**config.mk**
```make
export PLATFORM = sky130hd
export DESIGN_NAME = alu_exec_stage
export DESIGN_NICKNAME = d
export VERILOG_FILES = /design/src/rtl/alu_exec_stage.sv
export SDC_FILE = /design/constraint.sdc
export NUM_CORES = 1
export LEC_CHECK = 0
export BUFFER_PORTS_ARGS = -buffer_cell sky130_fd_sc_hd__buf_2
export CORE_UTILIZATION = 45
export DETAILED_ROUTE_END_ITERATION = 8
export SETUP_SLACK_MARGIN = 0.05
export SLEW_MARGIN = 20
export SYNTH_ARGS = -nofsm -noshare
export SYNTH_HDL_FRONTEND = slang
export SYNTH_SLANG_ARGS = --single-unit
```
**constraint.sdc**
```tcl
create_clock -name clock -period 5.93 [get_ports clock]
set_clock_uncertainty 0.1 [all_clocks]
set_input_delay 1.186 -clock clock [delete_from_list [all_inputs] [get_ports clock]]
set_output_delay 1.186 -clock clock [all_outputs]
set_load 0.01 [all_outputs]
```
**src/rtl/alu_exec_stage.sv**
```systemverilog
// Registered execute stage behind the ALU opcode decoder: single-cycle add/sub/and/or,
// iterative 1-bit-per-cycle sll/sra, results and flags behind a valid/ready handshake.
module alu_exec_stage #(
  parameter int WIDTH = 32,
  parameter int SHW   = 5
) (
  input  logic             clock,
  input  logic             reset,
  input  logic             in_valid,
  output logic             in_ready,
  input  logic [5:0]       op_sel,
  input  logic [WIDTH-1:0] data_operandA,
  input  logic [WIDTH-1:0] data_operandB,
  input  logic [SHW-1:0]   ctrl_shiftamt,
  output logic             out_valid,
  input  logic             out_ready,
  output logic [WIDTH-1:0] data_result,
  output logic             isNotEqual,
  output logic             isLessThan,
  output logic             overflow,
  output logic             op_err
);

  typedef enum logic [1:0] {
    S_IDLE  = 2'd0,
    S_SHIFT = 2'd1,
    S_HOLD  = 2'd2
  } state_t;

  localparam logic [SHW-1:0]   SH_ONE = {{(SHW-1){1'b0}}, 1'b1};
  localparam logic [SHW-1:0]   SH_ZERO = {SHW{1'b0}};
  localparam logic [WIDTH-1:0] W_ONE = {{(WIDTH-1){1'b0}}, 1'b1};
  localparam logic [WIDTH-1:0] W_ZERO = {WIDTH{1'b0}};

  // One-bit shift step: arithmetic right replicates the MSB, otherwise logical left.
  function automatic logic [WIDTH-1:0] shift1(input logic [WIDTH-1:0] v, input logic arith);
    if (arith) begin
      return {v[WIDTH-1], v[WIDTH-1:1]};
    end else begin
      return {v[WIDTH-2:0], 1'b0};
    end
  endfunction

  state_t           state_q, state_d;
  logic [WIDTH-1:0] sreg_q, sreg_d;
  logic [SHW-1:0]   cnt_q, cnt_d;
  logic             sra_q, sra_d;
  logic [WIDTH-1:0] result_q, result_d;
  logic             ne_q, ne_d;
  logic             lt_q, lt_d;
  logic             ovf_q, ovf_d;
  logic             err_q, err_d;
  logic             valid_q, valid_d;

  logic [WIDTH-1:0] sum_s;
  logic [WIDTH-1:0] diff_s;
  logic             add_ovf_s;
  logic             sub_ovf_s;
  logic [WIDTH-1:0] shift_src_s;
  logic             shift_arith_s;
  logic [WIDTH-1:0] shifted_s;
  logic             accept_s;

  assign accept_s = in_valid && (state_q == S_IDLE);

  // Adder/subtractor datapath and signed-overflow detection.
  always_comb begin
    sum_s     = data_operandA + data_operandB;
    diff_s    = data_operandA + ~data_operandB + W_ONE;
    add_ovf_s = (data_operandA[WIDTH-1] == data_operandB[WIDTH-1]) &&
                (sum_s[WIDTH-1] != data_operandA[WIDTH-1]);
    // Subtraction flips B's effective sign, so overflow needs differing operand signs.
    sub_ovf_s = (data_operandA[WIDTH-1] != data_operandB[WIDTH-1]) &&
                (diff_s[WIDTH-1] != data_operandA[WIDTH-1]);
  end

  // The first shift step happens at accept so an N-bit shift is visible N cycles later.
  always_comb begin
    if (state_q == S_IDLE) begin
      shift_src_s   = data_operandA;
      shift_arith_s = op_sel[5];
    end else begin
      shift_src_s   = sreg_q;
      shift_arith_s = sra_q;
    end
    shifted_s = shift1(shift_src_s, shift_arith_s);
  end

  // Next-state and datapath register update logic.
  always_comb begin
    state_d  = state_q;
    sreg_d   = sreg_q;
    cnt_d    = cnt_q;
    sra_d    = sra_q;
    result_d = result_q;
    ne_d     = ne_q;
    lt_d     = lt_q;
    ovf_d    = ovf_q;
    err_d    = err_q;
    case (state_q)
      S_IDLE: begin
        if (accept_s) begin
          ne_d    = 1'b0;
          lt_d    = 1'b0;
          ovf_d   = 1'b0;
          err_d   = 1'b0;
          state_d = S_HOLD;
          case (op_sel)
            6'b000001: begin
              result_d = sum_s;
              ovf_d    = add_ovf_s;
            end
            6'b000010: begin
              result_d = diff_s;
              ovf_d    = sub_ovf_s;
              lt_d     = diff_s[WIDTH-1] ^ sub_ovf_s;
              ne_d     = |(data_operandA ^ data_operandB);
            end
            6'b000100: result_d = data_operandA & data_operandB;
            6'b001000: result_d = data_operandA | data_operandB;
            6'b010000, 6'b100000: begin
              if (ctrl_shiftamt == SH_ZERO) begin
                result_d = data_operandA;
              end else if (ctrl_shiftamt == SH_ONE) begin
                result_d = shifted_s;
              end else begin
                sreg_d  = shifted_s;
                cnt_d   = ctrl_shiftamt - SH_ONE;
                sra_d   = op_sel[5];
                state_d = S_SHIFT;
              end
            end
            default: begin
              result_d = W_ZERO;
              err_d    = 1'b1;
            end
          endcase
        end else begin
          state_d = S_IDLE;
        end
      end
      S_SHIFT: begin
        sreg_d = shifted_s;
        cnt_d  = cnt_q - SH_ONE;
        if (cnt_q == SH_ONE) begin
          result_d = shifted_s;
          state_d  = S_HOLD;
        end else begin
          state_d = S_SHIFT;
        end
      end
      S_HOLD: begin
        if (out_ready) begin
          state_d = S_IDLE;
        end else begin
          state_d = S_HOLD;
        end
      end
      default: state_d = S_IDLE;
    endcase
    valid_d = (state_d == S_HOLD);
  end

  // State and output registers.
  always_ff @(posedge clock or posedge reset) begin
    if (reset) begin
      state_q  <= S_IDLE;
      sreg_q   <= W_ZERO;
      cnt_q    <= SH_ZERO;
      sra_q    <= 1'b0;
      result_q <= W_ZERO;
      ne_q     <= 1'b0;
      lt_q     <= 1'b0;
      ovf_q    <= 1'b0;
      err_q    <= 1'b0;
      valid_q  <= 1'b0;
    end else begin
      state_q  <= state_d;
      sreg_q   <= sreg_d;
      cnt_q    <= cnt_d;
      sra_q    <= sra_d;
      result_q <= result_d;
      ne_q     <= ne_d;
      lt_q     <= lt_d;
      ovf_q    <= ovf_d;
      err_q    <= err_d;
      valid_q  <= valid_d;
    end
  end

  assign in_ready    = (state_q == S_IDLE);
  assign out_valid   = valid_q;
  assign data_result = result_q;
  assign isNotEqual  = ne_q;
  assign isLessThan  = lt_q;
  assign overflow    = ovf_q;
  assign op_err      = err_q;

endmodule

```
======== Word-level counts from Yosys, hierarchy flattened ========
Index checks and enable logic that the tools add are counted.
operators by class
  bitwise logic cells ..................... 7
  shifts and indexed selects .............. 0
  add/sub/neg operators ................... 5
  multiply operators ...................... 0
  muxes and demuxes ....................... 30
  reduce and logical (&&, ||, !) cells .... 13
  divide/modulo/power cells ............... 0
  $lt $le $gt $ge ......................... 0
  equality and inequality tests ........... 21
operators by type and width
  cell                     count
  $mux W32                 10
  $pmux W32 S5             1
  $pmux W32 S2             2
  $add A32 B32 Y32         2
  $add A32 B1 Y32 const B  1
  $and A32 B32 Y32         1
  $not A32 Y32             1
  $or A32 B32 Y32          1
  $reduce_or A32 Y1        1
  $xor A32 B32 Y32         1
  $mux W5                  4
  $mux W2                  6
  $eq A5 B1 Y1 const B     2
  $pmux W5 S2              1
  $reduce_and A5 Y1        2
  $sub A5 B1 Y5 const B    2
  $eq A6 B1 Y1 const B     1
  $eq A6 B2 Y1 const B     1
  $eq A6 B3 Y1 const B     1
  $eq A6 B4 Y1 const B     1
  $eq A6 B5 Y1 const B     1
  $eq A6 B6 Y1 const B     1
  $ne A2 B2 Y1 const B     3
  $pmux W2 S3              1
  18 further kinds         28
storage, ports and cells
  output and inout port bits .............. 38
  memories ................................ 0
  input port bits ......................... 79
  memory bits (writable) .................. 0
  bits in latches ......................... 0
  bits in read-only memories .............. 0
  logic and storage cells ................. 86
  register bits ........................... 77

======== Depth between registers and ports, before layout ========
  depth in word-level cells ............... 8
  mapped depth ............................ 18
  mapped depth without buffers ............ 17

======== Worst setup path after synthesis ========
No wires, ideal clock.
  path kind ............................... input port to flip-flop
  start point ............................. in data_operandA[10]
  end point ............................... reg ovf_q, in the netlist overflow
  stages .................................. 15
  arrival time ............................ 4.228 ns
  data required time ...................... 5.710 ns
  buffers on the path ..................... 0
  path slack .............................. 1.483 ns
  setup time .............................. 0.120 ns
  cell sequence ........................... inv_1 > ha_1 > or3_1 > nand3b_4 > a211oi_2 > nor2_1 > o21a_2 > o31ai_2 > a21oi_1 > nor2_1 > nor2_1 > fa_1 > a311oi_1 > o22ai_1 > and3_1
between the ends
  cells in the longest elaborated chain, start to end .. 5
  elaborated cells between the ends (all ways) .. 8
  those cells by class .................... add/sub: 3; eq/ne: 2; mux: 1; reduce/logical: 2
RTL lines
  element               RTL line  text
  start, declared       12        input logic [WIDTH-1:0] data_operandA,
  $add A32 B32 Y32      69        diff_s = data_operandA + ~data_operandB + W_ONE;
  $add A32 B1 Y32       69
  $ne A1 B1 Y1          74        (diff_s[WIDTH-1] != data_operandA[WIDTH-1]);
  $logic_and A1 B1 Y1   73        sub_ovf_s = (data_operandA[WIDTH-1] != data_operandB[WIDTH-1]) &&
  $pmux W1 S2 *         108       case (op_sel)
  end signal, assigned  185       ovf_q <= ovf_d;
  end, declared         51        logic ovf_q, ovf_d;
Mark *: on every way between the ends. The rest lies on a longest branch, timed or not.
A chain may end at the register's enable or synchronous reset.

======== Final worst setup path ========
Same ends and word-level chain as after synthesis.

==> results.json <==
{
  "status": "completed",
  "holdPathStages": 2,
  "grt_busiest_layer": "met1",
  "dp_hpwl_um": 27200,
  "rows": 53,
  "grt_pass1_wl_um": 55900,
  "cts-resized-gates": 0,
  "h-tree-depth": 3,
  "grt_use_met3": 0.0832,
  "yosys_warnings": 0,
  "first_global_vias": 9376,
  "fin_nets": 1578,
  "power_leakage_nw": 5.16,
  "layout_common_cells": "nand2_1 (144), a21oi_1 (131), o21ai_0 (121), nor2_1 (118), buf_2 (116)",
  "met2_usage": 0.459,
  "cts_hold_buf": 0,
  "pin_count": 117,
  "root_buffer": "clkbuf_16",
  "max_cap_viol_count": 0,
  "clk_pin_slew_ns": 0.06,
  "tightest_slew_ns": 0.898,
  "viasPerCell": 6.15,
  "cp-start-kind": "input port",
  "fmax_mhz": 215,
  "die_w_um": 150,
  "num_antenna_cells": 0,
  "p_per_area_nw_per_um2": 240,
  "report.final.hold_viol_count": 0,
  "rsz0062_at_grt": "false",
  "tns_ns": 0,
  "syn_to_final_growth_pct": 11.0,
  "num_vias": 10300,
  "clkLatencyLatePin_ns": 0.35,
  "slew_headroom": 0.399,
  "dr.pass1.iters": 6,
  "post_drt_wl_per_cell_um": 22.0,
  "vdd_drop_max_uv": 146,
  "min_period_over_period": 0.785,
  "cp.arrival_ns": 4.79,
  "worstRegToRegCells": 10,
  "routed_wl_um": 36800,
  "fin_total_pwr_w": 0.00262,
  "path_class": "input port to flip-flop",
  "synth_cell_type_count": 91,
  "endpoint_kind": "flip-flop",
  "gp_congestion": 0.973,
  "mostFrequentLayoutCell": "nand2_1",
  "hp-class": "flip-flop to flip-flop",
  "synth_area_per_cell_sq_um": 7.42,
  "ant_nets": 0,
  "path_max_fanout": 8,
  "die-area_sq_um": 22500,
  "ys_async_sr_fraction": 1.00,
  "postCtsSetupBuffers": 0,
  "grt_max_degree": 52,
  "fin_crit_ns": 4.65,
  "timing.hold.ws_ns": 0.382,
  "antenna_found_initial": 0,
  "setup_violations": 0,
  "die_h_um": 150,
  "use_met1": 0.502,
  "yosysSeqAreaShare": 0.196,
  "gr-total-overflow": 0,
  "synth-edff-count": 0,
  "cts_made_buffers": 9,
  "grt_usage": 0.330,
  "drc_errors": 0,
  "synth-seq-cells": 77,
  "reg2reg_slack_ns": 2.63,
  "synth_nets": 1515,
  "numPortBuffers": 116,
  "core_area_sq_um": 21200,
  "start_util": 0.464,
  "crit_required_ns": 6.07,
  "cts_tree": "built",
  "cts_num_sinks": 77,
  "final-max-slew-violation-count": 0,
  "ys.flop_type": "dfrtp_1",
  "drive_gt1_frac": 0.156,
  "drt_first_iter_violations": 987,
  "syn-instance-count": 1326,
  "syn_area_sq_um": 9840,
  "clockBufferDepth": 2
}
[Yosys cell counts, types with 7 or more instances]
master | number | area (sq um)
o21bai_1 | 12 | 90.1
a221o_1 | 9 | 90.1
o22ai_1 | 10 | 62.6
nand2_1 | 146 | 548
o21a_1 | 7 | 52.6
a221oi_1 | 15 | 131
a211oi_1 | 12 | 90.1
clkbuf_1 | 49 | 184
ha_1 | 107 | 1340
mux2i_1 | 41 | 410
buf_2 | 25 | 125
o211ai_1 | 9 | 67.6
nand3_1 | 13 | 65.1
inv_1 | 97 | 364
nor2_1 | 118 | 443
dfrtp_1 | 77 | 1930
a31oi_1 | 21 | 131
o221ai_1 | 19 | 166
o21ai_0 | 121 | 606
nor4_1 | 10 | 62.6
buf_1 | 7 | 26.3
nor2b_1 | 13 | 81.3
nor3_1 | 25 | 125
or2_2 | 7 | 43.8
a21o_1 | 18 | 135
o31ai_1 | 10 | 75.1
a21oi_1 | 131 | 656
nand4_1 | 7 | 43.8
o21ai_1 | 26 | 130
mux2_2 | 27 | 304
[report_power, final]
part           total (W)  internal [W]  switching [W]  leakage [nW]
logic            0.00113      0.000431       0.000701          3.99
clock network   0.000678      0.000425       0.000253         0.170
registers       0.000814      0.000682       0.000132         0.998
total            0.00262       0.00154        0.00109          5.16
[worst paths after layout]
check,startpoint,to
max in group asynchronous,reset,sreg_q[27]
worst min-delay path,data_result[15],data_result[15]
worst max register to register,state_q[0],data_result[28]
worst min register to register,data_result[15],data_result[15]
min in group asynchronous,reset,sreg_q[12]
worst max-delay path,data_operandA[10],overflow
[kinds of logic (layout without fill, tap and decap cells)]
family / after synthesis / count (layout) / synth area share
AOI/OAI and AO/OA: 488 / 488 / 0.321
xor gates and xnor gates: 9 / 9 / 0.00801
adders and majority gates: 110 / 110 / 0.142
buffers and inverters: 183 / 251 / 0.0753
DFF: 77 / 77 / 0.196
muxes: 69 / 69 / 0.0737
and+or+nand+nor: 390 / 390 / 0.184
[state kept, by name, indices dropped and copies added, names as in the netlist]
name and flops:
cnt_q 5, isLessThan 1, state_q 2, sra_q 1, sreg_q 32, data_result 32, out_valid 1, isNotEqual 1
overflow 1, op_err 1
[worst max-delay path, cell delays in order]
cell	delay (ns)
buf_2	0.14
inv_1	0.05
ha_1	0.39
or3_1	0.44
nand3b_4	0.20
a211oi_2	0.20
nor2_1	0.11
o21a_2	0.28
o31ai_2	0.33
a21oi_1	0.13
nor2_1	0.10
nor2_1	0.06
fa_1	0.48
a311oi_1	0.37
o22ai_1	0.12
and3_1	0.19
[metrics by stage]
| stage | util | cell area [sq um] | setup WS (ns) | cells |
|---|---|---|---|---|
| 3_3_place_gp | 0.498 | 10600 | 1.06 | 1653 |
| 5_1_grt | 0.515 | 10900 | 0.991 | 1669 |
| 4_1_cts | 0.515 | 10900 | 1.33 | 1669 |
| 6_report | 0.515 | 10900 | 1.28 | 1669 |
| 3_5_place_dp | 0.498 | 10600 | 0.964 | 1653 |
| 2_1_floorplan | - | 9840 | 1.48 | 1326 |
[metal layers]
metal,part of all wire,up-vias
li1,-,4914
met1,0.47,4836
met2,0.40,493
met3,0.11,28
met4,0.012,0
met5,0,-
[layout make-up]
cell class                      count  area [sq um]
Inverter                           99           373
Fill cell                        2170         10300
Tap cell                          275           344
Sequential cell                    77          1930
Multi-Input combinational cell   1066          7200
Timing Repair Buffer              136           731
Clock inverter                      5           108
Clock buffer                       11           243
(Power assumes the default switching activity.)
